**config.mk**
```make
export PLATFORM = sky130hd
export DESIGN_NAME = measure_mc
export DESIGN_NICKNAME = d
export VERILOG_FILES = /design/src/rtl/measure_pkg.sv /design/src/rtl/measure_ch.sv /design/src/rtl/measure_mc.sv
export SDC_FILE = /design/constraint.sdc
export NUM_CORES = 1
export LEC_CHECK = 0
export ABC_AREA = 1
export CAP_MARGIN = 20
export CORE_AREA = 2 2 323 165
export CTS_CLUSTER_DIAMETER = 150
export DETAILED_ROUTE_END_ITERATION = 6
export DIE_AREA = 0 0 325 167
export PLACE_DENSITY = 0.67
export SLEW_MARGIN = 10
export SYNTH_ARGS = -nofsm -noshare
export SYNTH_HDL_FRONTEND = slang
export SYNTH_SLANG_ARGS = --single-unit
```
**constraint.sdc**
```tcl
create_clock -name clk_i -period 2.85 [get_ports clk_i]
set_clock_uncertainty 0.05 [all_clocks]
set_input_delay 0.285 -clock clk_i [delete_from_list [all_inputs] [get_ports clk_i]]
set_output_delay 0.285 -clock clk_i [all_outputs]
set_load 0.02 [all_outputs]
```
**src/rtl/measure_pkg.sv**
```systemverilog
// Shared FSM state encoding and default parameter values for the multi-channel
// frequency/period measurement block.
`timescale 1ns/1ps
package measure_pkg;
  typedef enum logic [1:0] {
    ST_IDLE,
    ST_GATE,
    ST_WAIT,
    ST_DUMP
  } state_t;

  localparam int DEF_CH_NUM         = 4;
  localparam int DEF_CNT_WIDTH      = 32;
  localparam int DEF_GATE_WIDTH     = 32;
  localparam int DEF_TIMEOUT_CYCLES = 65535;
endpackage

```
**src/rtl/measure_ch.sv**
```systemverilog
// One measurement channel: input synchronizer, rising-edge pulse, window flag
// and saturating signal/reference counters.
`timescale 1ns/1ps
module measure_ch
  import measure_pkg::*;
#(
  parameter int CNT_WIDTH = DEF_CNT_WIDTH
) (
  input  logic                 clk_i,
  input  logic                 rst_n_i,
  input  logic                 sig_i,
  input  logic                 clr_i,
  input  logic                 gate_i,
  input  logic                 wait_i,
  output logic                 open_o,
  output logic                 done_o,
  output logic [CNT_WIDTH-1:0] sig_cnt_o,
  output logic [CNT_WIDTH-1:0] ref_cnt_o
);

  logic [2:0] sync_q;
  logic       edge_q;

  function automatic logic [CNT_WIDTH-1:0] sat_inc(input logic [CNT_WIDTH-1:0] c);
    return (c == '1) ? c : c + 1'b1;
  endfunction

  // Two metastability flops, one history flop, registered pulse: 3-cycle lag.
  always_ff @(posedge clk_i or negedge rst_n_i) begin
    if (!rst_n_i) begin
      sync_q <= '0;
      edge_q <= 1'b0;
    end else begin
      sync_q <= {sync_q[1:0], sig_i};
      edge_q <= sync_q[1] & ~sync_q[2];
    end
  end

  always_ff @(posedge clk_i or negedge rst_n_i) begin
    if (!rst_n_i) begin
      open_o    <= 1'b0;
      done_o    <= 1'b0;
      sig_cnt_o <= '0;
      ref_cnt_o <= '0;
    end else if (clr_i) begin
      open_o    <= 1'b0;
      done_o    <= 1'b0;
      sig_cnt_o <= '0;
      ref_cnt_o <= '0;
    end else if (gate_i) begin
      if (!open_o) begin
        if (edge_q) begin
          open_o    <= 1'b1;
          sig_cnt_o <= '0;
          ref_cnt_o <= '0;
        end
      end else begin
        ref_cnt_o <= sat_inc(ref_cnt_o);
        if (edge_q) sig_cnt_o <= sat_inc(sig_cnt_o);
      end
    end else if (wait_i && open_o) begin
      // The closing edge still counts, so the window spans whole periods.
      ref_cnt_o <= sat_inc(ref_cnt_o);
      if (edge_q) begin
        sig_cnt_o <= sat_inc(sig_cnt_o);
        open_o    <= 1'b0;
        done_o    <= 1'b1;
      end
    end
  end

endmodule

```
**src/rtl/measure_mc.sv**
```systemverilog
// Multi-channel measurement top: gate/wait/dump sequencer, gate timer,
// timeout counter and registered result write port.
`timescale 1ns/1ps
module measure_mc
  import measure_pkg::*;
#(
  parameter int CH_NUM         = DEF_CH_NUM,
  parameter int CNT_WIDTH      = DEF_CNT_WIDTH,
  parameter int GATE_WIDTH     = DEF_GATE_WIDTH,
  parameter int TIMEOUT_CYCLES = DEF_TIMEOUT_CYCLES
) (
  input  logic                                        clk_i,
  input  logic                                        rst_n_i,
  input  logic [CH_NUM-1:0]                           sig_clk_i,
  input  logic                                        gate_en_i,
  input  logic [GATE_WIDTH-1:0]                       gate_time_i,
  output logic                                        reg_wr_en_o,
  output logic [((CH_NUM > 1) ? $clog2(CH_NUM) : 1)-1:0] reg_wr_addr_o,
  output logic [2*CNT_WIDTH-1:0]                      reg_wr_data_o,
  output logic                                        gate_sync_o
);

  localparam int AW = (CH_NUM > 1) ? $clog2(CH_NUM) : 1;

  state_t                             state, state_nxt;
  logic [GATE_WIDTH-1:0]              gate_tmr;
  logic [31:0]                        to_cnt;
  logic [AW-1:0]                      dump_idx;
  logic [CH_NUM-1:0]                  ch_open, ch_done;
  logic [CH_NUM-1:0][CNT_WIDTH-1:0]   sig_cnt, ref_cnt;
  logic                               abort, ch_clr, in_gate, in_wait;
  logic                               gate_end, to_hit, last_dump;

  assign in_gate   = (state == ST_GATE);
  assign in_wait   = (state == ST_WAIT);
  assign abort     = (in_gate || in_wait) && !gate_en_i;
  assign ch_clr    = (state == ST_IDLE) || abort;
  assign gate_end  = (gate_tmr == GATE_WIDTH'(1));
  assign to_hit    = (to_cnt == 32'(TIMEOUT_CYCLES - 1));
  assign last_dump = (dump_idx == AW'(CH_NUM - 1));
  assign gate_sync_o = |ch_open;

  for (genvar g = 0; g < CH_NUM; g++) begin : g_ch
    measure_ch #(.CNT_WIDTH(CNT_WIDTH)) u_ch (
      .clk_i     (clk_i),
      .rst_n_i   (rst_n_i),
      .sig_i     (sig_clk_i[g]),
      .clr_i     (ch_clr),
      .gate_i    (in_gate),
      .wait_i    (in_wait),
      .open_o    (ch_open[g]),
      .done_o    (ch_done[g]),
      .sig_cnt_o (sig_cnt[g]),
      .ref_cnt_o (ref_cnt[g])
    );
  end

  always_comb begin
    state_nxt = state;
    unique case (state)
      ST_IDLE: if (gate_en_i) state_nxt = ST_GATE;
      ST_GATE: if (!gate_en_i) state_nxt = ST_IDLE;
               else if (gate_end) state_nxt = ST_WAIT;
      ST_WAIT: if (!gate_en_i) state_nxt = ST_IDLE;
               else if ((&ch_done) || to_hit) state_nxt = ST_DUMP;
      ST_DUMP: if (last_dump) state_nxt = ST_IDLE;
      default: state_nxt = ST_IDLE;
    endcase
  end

  always_ff @(posedge clk_i or negedge rst_n_i) begin
    if (!rst_n_i) begin
      state         <= ST_IDLE;
      gate_tmr      <= '0;
      to_cnt        <= '0;
      dump_idx      <= '0;
      reg_wr_en_o   <= 1'b0;
      reg_wr_addr_o <= '0;
      reg_wr_data_o <= '0;
    end else begin
      state         <= state_nxt;
      reg_wr_en_o   <= 1'b0;
      reg_wr_addr_o <= '0;
      reg_wr_data_o <= '0;
      case (state)
        ST_IDLE: begin
          gate_tmr <= (gate_time_i == '0) ? GATE_WIDTH'(1) : gate_time_i;
          to_cnt   <= '0;
          dump_idx <= '0;
        end
        ST_GATE: gate_tmr <= gate_tmr - 1'b1;
        ST_WAIT: to_cnt <= to_cnt + 1'b1;
        ST_DUMP: begin
          // Channels that never closed their window report zero.
          reg_wr_en_o   <= 1'b1;
          reg_wr_addr_o <= dump_idx;
          reg_wr_data_o <= ch_done[dump_idx] ? {sig_cnt[dump_idx], ref_cnt[dump_idx]} : '0;
          dump_idx      <= dump_idx + 1'b1;
        end
        default: ;
      endcase
    end
  end

endmodule

```
==> results.tsv, run 1 <==
stage	metric	value	unit
run_status	status	complete, no violations	
critical_path	critPathCaptureType	flop	
synthesis	synth-seq-area-share	40.7	%
floorplanning	design.die.area	0.0543	sq mm
detailed_routing	met1Wirelength	47200	um
synthesis	yosysTopAreaCell	dfrtp_1	
placement	gp_congestion	1.06	
global_routing	grt_max_degree	73	
synthesis	synth_area	0.0255	sq mm
pwr	switching_share	45.6	%
final_layout	area_growth_syn_to_layout	14.8	%
synthesis	synth.area.top_cells	dfrtp_1 (41%), nand2_1 (13%), nor2_1 (9.7%), inv_1 (6.4%), o21ai_0 (5.4%)	
global_routing	antenna_found_initial	6	
synthesis	synthFlopType	dfrtp_1	
pwr	pwr-share-clk	26.3	%
clock_network	cts_tree	yes	
critical_path	cpPeakStageDelay	0.73	ns
timing	finalCritPeriodShare	97.8	%
synthesis	synthDominantCellAreaShare	40.7	%
detailed_routing	post_drt_wl_per_cell	21.0	um
clock_network	clkTransAtPathRegs	0.07	ns
floorplanning	placementRows	59	
clock_network	root_buffer	clkbuf_16	
final_layout	layout_commonest_cell	nand2_1	
floorplanning	ios	107	
timing	max_freq	0.359	GHz
critical_path	r2r_end	g_ch[2].u_ch.sig_cnt_o[26]	
timing	setup_viol_count_final	0	
detailed_routing	met2WireLength	30900	um
critical_path	startpoint	g_ch[2].u_ch.sig_cnt_o[0]	
synthesis	avgSynthCellArea	6.74	sq um
clock_network	insertion_delay	0.59	ns
final_layout	fillers	5039	
detailed_routing	drc	0	
synthesis	synth_cell_types	60	
synthesis	syn-num-nets	3845	
placement	dp.final_hpwl	76100	um
floorplanning	die_w	325	um
clock_network	clkSinkCount	415	
global_routing	grt_pass1_vias	23300	
clock_network	cts_inserted_buffers	41	
clock_network	htree_levels	2	
critical_path	r2r_slack	0.06	ns
critical_path	worstPathMaxFanout	6	
detailed_routing	dr_wl_met3	18300	um
critical_path	critical_path_class	flop to flop	
critical_path	worst_path_max_delay_cell	nor3_1	
timing	slew_viol_final	0	
synthesis	synthCells	3789	
floorplanning	start_util	49.6	%
pwr	internal_power	0.0124	W
pwr	combPwrFrac	43.7	%
final_layout	stdcell_area	0.0293	sq mm
timing	rsz0062_at_grt	no	
critical_path	path_cells	ha_1, nand2_1, nor2_1, inv_1, nor3_1, nand3_1, nor2_1, nand2_1, nand2_1, nor2_1	
critical_path	required	3.27	ns
placement	portBuffers	106	
worst_hold_path	hold_class	input pin to flop	
floorplanning	core	0.0515	sq mm
timing	finalCriticalPeriod	2.79	ns
detailed_routing	dr.pass1.iters	6	
detailed_routing	wl	97600	um
critical_path	rr_worst_depth	10	
pwr	ir_drop	0.706	mV
detailed_routing	drt_iter0_drc	3877	
final_layout	fin_nets	3978	
final_layout	drive_gt1_share	6.02	%
worst_hold_path	hold_depth	1	
pwr	power.net_switching	0.0104	W
pwr	pwr-share-seq	30.1	%
timing	fin_setup_tns	0	ns
final_layout	final_cell_mix	nand2_1 (904), nor2_1 (660), inv_1 (437)	
critical_path	r2r_start	g_ch[2].u_ch.sig_cnt_o[0]	
critical_path	cp.arrival	3.21	ns
job	maxCapViolations	0	
critical_path	cp-start-kind	flop	
placement	dpl_cell_area	0.0278	sq mm
global_routing	grt_usage	35.6	%
floorplanning	die_y	167	um
detailed_routing	highest_layer	met4	
pwr	power.leakage	12.4	nW
timing	relSlewSlack	41.2	%
detailed_routing	ant_nets	0	
global_routing	grt_remaining_overflow	0	
global_routing	grt_pass1_wl	147000	um
synthesis	async_flop_share	100	%
pwr	power_density	777	mW/mm^2
timing	tightest_slew	0.875	ns
detailed_routing	via_count	26900	
synthesis	synth_enable_flop_cells	0	
clock_network	cts_buffer_depth	3	
detailed_routing	routed_via_density	5.77	
synthesis	ys_ff_latch	415	
synthesis	yosysWarnings	0	
timing	hold_viol_final	0	
critical_path	critical_path.endpoint	g_ch[2].u_ch.sig_cnt_o[26]	
==> repair_timing <==
item                       in CTS  in global routing
hold endpoints to repair       53                  0
hold buffers                    1                  0
gates resized for setup         1                  3
pin swaps                       0                  0
buffers inserted                0                  1
setup endpoints to repair       1                 32
==> metal layers <==
metal	track usage (%)	vias to the layer above
li1	-	12600
met1	59.7	12500
met2	37.4	1705
met3	19.1	80
met4	4.73	0
met5	0	-
==> cells by family (layout without fill, tap and decap cells) <==
group,Yosys count,count (layout),share of synthesized area (%)
and+or+nand+nor,2127,2127,35.5
AOI/OAI and AO/OA,635,635,13.3
buffers and inverters,571,735,8.83
DFF,415,415,40.7
xor gates and xnor gates,23,23,0.789
adders and majority gates,17,17,0.833
muxes,1,1,0.0392
other,0,1,0
==> critical path, delay by kind of cell, from the launching register on <==
family	cells	cell delay, ns
simple gates	8	1.86
buf+inv	1	0.14
flops	1	0.44
fa+ha+maj	1	0.20
==> area by class of cell <==
| type | count | area, sq um | share of cell area [%] |
|---|---|---|---|
| flip-flops and latches | 415 | 10400 | 35.4 |
| clock inverters | 20 | 253 | 0.862 |
| diodes | 1 | 2.50 | 0.00853 |
| multi-input cells | 2803 | 12900 | 44.0 |
| inverters | 450 | 1700 | 5.79 |
| clock buffers | 54 | 1180 | 4.02 |
| repair buffers | 211 | 2020 | 6.89 |
| well taps | 701 | 877 | 2.99 |
==> worst min path at each step <==
stage	startpoint	end
3_3_place_gp	rst_n_i	to_cnt[31]
2_1_floorplan	rst_n_i	dump_idx[0]
4_1_cts	sig_clk_i[1]	g_ch[1].u_ch.sync_q[0]
6_report	sig_clk_i[1]	g_ch[1].u_ch.sync_q[0]
3_5_place_dp	rst_n_i	to_cnt[31]
5_1_grt	sig_clk_i[2]	g_ch[2].u_ch.sync_q[0]
==> state kept, by name (all words and copies together), names as in the netlist <==
| signal | count |
|---|---|
| g_ch.u_ch.sync_q | 12 |
| state | 2 |
| to_cnt | 32 |
| g_ch.u_ch.ref_cnt_o | 128 |
| dump_idx | 2 |
| reg_wr_en_o | 1 |
| g_ch.u_ch.edge_q | 4 |
| g_ch.u_ch.open_o | 4 |
| g_ch.u_ch.sig_cnt_o | 128 |
| reg_wr_data_o | 64 |
| reg_wr_addr_o | 2 |
| gate_tmr | 32 |
| g_ch.u_ch.done_o | 4 |
==> stage by stage <==
step,setup slack [ns],utilization (%),total power (W),cells,hold WS [ns]
6_report,0.0627,57.0,0.0228,4655,0.0907
5_1_grt,0.000422,57.0,0.0240,4654,0.0891
4_1_cts,0.0762,56.9,0.0223,4653,0.0748
3_5_place_dp,0.0187,54.1,0.0164,4578,0.232
3_3_place_gp,0.0751,54.1,0.0163,4578,0.236
2_1_floorplan,0.850,-,0.0127,3789,-0.0606
==> synth_stat cells (9+ instances only) <==
cell type / n
nand2_1: 906
nor2_1: 660
inv_1: 438
dfrtp_1: 415
o21ai_0: 277
a21oi_1: 268
nand3_1: 244
nand4_1: 123
nor3_1: 99
clkbuf_1: 51
buf_2: 40
xor2_1: 20
nand3b_1: 18
ha_1: 17
buf_1: 15
o211ai_1: 15
nor2_2: 14
o21bai_1: 14
nor4_1: 13
o21ai_1: 13
nand2_2: 10
buf_4: 9
inv_2: 9
==> power groups by stage <==
| stage | sequential, W | combinational [W] | clock, W |
|---|---|---|---|
| after global placement | 0.00693 | 0.00933 | 0 |
| after floorplan | 0.00673 | 0.00600 | 0 |
| after global routing | 0.00689 | 0.0107 | 0.00633 |
| after detailed placement | 0.00692 | 0.00944 | 0 |
| final | 0.00685 | 0.00995 | 0.00599 |
| after CTS | 0.00682 | 0.00949 | 0.00604 |
Power figures use the tool's default switching activity.
==> run 2, diff against run 1 <==
Settings changed: CORE_AREA 2 2 323 165 to 2 2 455 231, DIE_AREA 0 0 325 167 to 0 0 457 233, PLACE_DENSITY 0.67 to unset.
==> results.tsv, run 2 (same netlist as run 1, synthesis figures left out) <==
stage	metric	value	unit	change
global_routing	antenna_found_initial	1		was 6
worst_hold_path	hp-start	sig_clk_i[3]		was sig_clk_i[1]
detailed_routing	wl	88200	um	was 97600 um
final_layout	layout_commonest_cell	nand2_1		unchanged
detailed_routing	post_drt_wl_per_cell	16.6	um	was 21.0 um
final_layout	stdcell_count	5302		was 4655
detailed_routing	drt_iter0_drc	2623		was 3877
timing	slew_viol_final	0		unchanged
global_routing	grt_pass1_vias	24500		was 23300
pwr	ir_drop	0.540	mV	was 0.706 mV
run_status	status	complete, no violations		unchanged
timing	tightest_slew	0.726	ns	was 0.875 ns
placement	gp_congestion	0.952		was 1.06
timing	hold_viol_final	0		unchanged
detailed_routing	dr.pass1.iters	6		unchanged
floorplanning	die_y	233	um	was 167 um
final_layout	fin_nets	3960		was 3978
critical_path	cp-start-kind	flop		unchanged
critical_path	rr_worst_depth	11		was 10
worst_hold_path	hold_class	input pin to flop		unchanged
clock_network	htree_levels	2		unchanged
clock_network	ctsResizeCount	0		was 1
clock_network	root_buffer	clkbuf_16		unchanged
critical_path	critPathCaptureType	flop		unchanged
timing	rsz0062_at_grt	no		unchanged
final_layout	area_growth_syn_to_layout	18.3	%	was 14.8%
final_layout	largest_registers	g_ch.u_ch.ref_cnt_o x128, g_ch.u_ch.sig_cnt_o x128, reg_wr_data_o x64		unchanged
clock_network	cts_inserted_buffers	48		was 41
timing	max_freq	0.383	GHz	was 0.359 GHz
critical_path	critical_path_class	flop to flop		unchanged
clock_network	clkTransAtPathRegs	0.06	ns	was 0.07 ns
clock_network	insertion_delay	0.63	ns	was 0.59 ns
global_routing	grt_remaining_overflow	0		unchanged
critical_path	r2r_start	state[0]		was g_ch[2].u_ch.sig_cnt_o[0]
final_layout	diodes	0		was 1
clock_network	cts_buffer_depth	3		unchanged
global_routing	grt_pass1_wl	139000	um	was 147000 um
floorplanning	design.die.area	0.106	sq mm	was 0.0543 sq mm
timing	fin_setup_tns	0	ns	unchanged
placement	portBuffers	106		unchanged
pwr	power_density	758	mW/mm^2	was 777 mW/mm^2
critical_path	startpoint	state[0]		was g_ch[2].u_ch.sig_cnt_o[0]
timing	finalCriticalPeriod	2.61	ns	was 2.79 ns
worst_hold_path	hold_depth	1		unchanged
timing	relSlewSlack	51.2	%	was 41.2%
global_routing	grt_usage	16.2	%	was 35.6%
floorplanning	core	0.102	sq mm	was 0.0515 sq mm
floorplanning	die_w	457	um	was 325 um
critical_path	worstPathMaxFanout	17		was 6
floorplanning	placementRows	83		was 59
placement	placed_cells	5213		was 4578
detailed_routing	ant_nets	0		unchanged
critical_path	cp.arrival	3.06	ns	was 3.21 ns
detailed_routing	routed_via_density	4.87		was 5.77
detailed_routing	via_count	25800		was 26900
clock_network	cts_setup_buffers	0		unchanged
timing	setup_viol_count_final	0		unchanged
pwr	power.leakage	12.4	nW	about the same
placement	dp.final_hpwl	66600	um	was 76100 um
clock_network	clkSinkCount	415		unchanged
detailed_routing	drc	0		unchanged
global_routing	grt_max_degree	122		was 73
clock_network	cts_tree	yes		unchanged
job	maxCapViolations	0		unchanged
floorplanning	ios	107		unchanged
final_layout	drive_gt1_share	5.66	%	was 6.02%
timing	finalCritPeriodShare	91.6	%	was 97.8%
floorplanning	start_util	25.0	%	was 49.6%
critical_path	required	3.30	ns	was 3.27 ns
final_layout	final_cell_mix	nand2_1 (905), nor2_1 (660), inv_1 (438)		was nand2_1 (904), nor2_1 (660), inv_1 (437)
## run 2: cell type report
type / count / area [sq um]
clock buffer: 68 / 1420
clock inverter: 20 / 262
fill: 11200 / 72000
inverter: 450 / 1690
multi-input combinational: 2803 / 12900
sequential: 415 / 10400
tap: 1360 / 1700
timing repair buffer: 186 / 1860
## run 2: layer usage
layer	part of all wire, %	global-route usage (%)
met1	47	23.1
met2	44	25.5
met3	6.1	1.84
met4	3.1	5.58
met5	0.015	0
## run 2: worst max-delay path, stage by stage, from the launching register on
cell and delay, ns:
dfrtp_1 0.42, inv_1 0.09, ha_1 0.31, nand2_2 0.17, nand2_4 0.15, nor2_2 0.08
a21oi_2 0.32, nand2_2 0.32, inv_2 0.25, nand2_1 0.09, o21ai_0 0.17, nor2_1 0.06
## run 2: power breakdown
part	internal, W	switching (W)
logic	0.00266	0.00679
registers	0.00631	0.000478
clock network	0.00392	0.00274
## run 2: what timing repair did
item,4_1_cts,5_1_grt
endpoints found under the hold margin,67,0
endpoints found under the setup margin,0,0
hold buffers,1,0
## run 2: metrics by stage
| stage | hold slack (ns) | utilization, % | total power [W] | setup WS [ns] | area, sq um |
|---|---|---|---|---|---|
| 2_1_floorplan | -0.0606 | - | 0.0127 | 0.850 | 25500 |
| 3_3_place_gp | 0.283 | 27.9 | 0.0162 | 0.146 | 28500 |
| 3_5_place_dp | 0.273 | 27.9 | 0.0162 | 0.134 | 28500 |
| 4_1_cts | 0.0108 | 29.6 | 0.0230 | 0.280 | 30200 |
| 5_1_grt | 0.0281 | 29.6 | 0.0243 | 0.0466 | 30200 |
| 6_report | 0.0419 | 29.6 | 0.0229 | 0.240 | 30200 |
## run 2: path summary, 6_finish.rpt
check                                        endpoint  slack [ns]
setup / recovery           g_ch[0].u_ch.ref_cnt_o[17]        0.24
hold / removal                 g_ch[3].u_ch.sync_q[0]        0.04
setup reg to reg           g_ch[0].u_ch.ref_cnt_o[17]        0.24
hold reg to reg                g_ch[1].u_ch.sync_q[1]        0.30
max in group asynchronous                  to_cnt[30]        1.60
min in group asynchronous  g_ch[2].u_ch.ref_cnt_o[10]        0.19
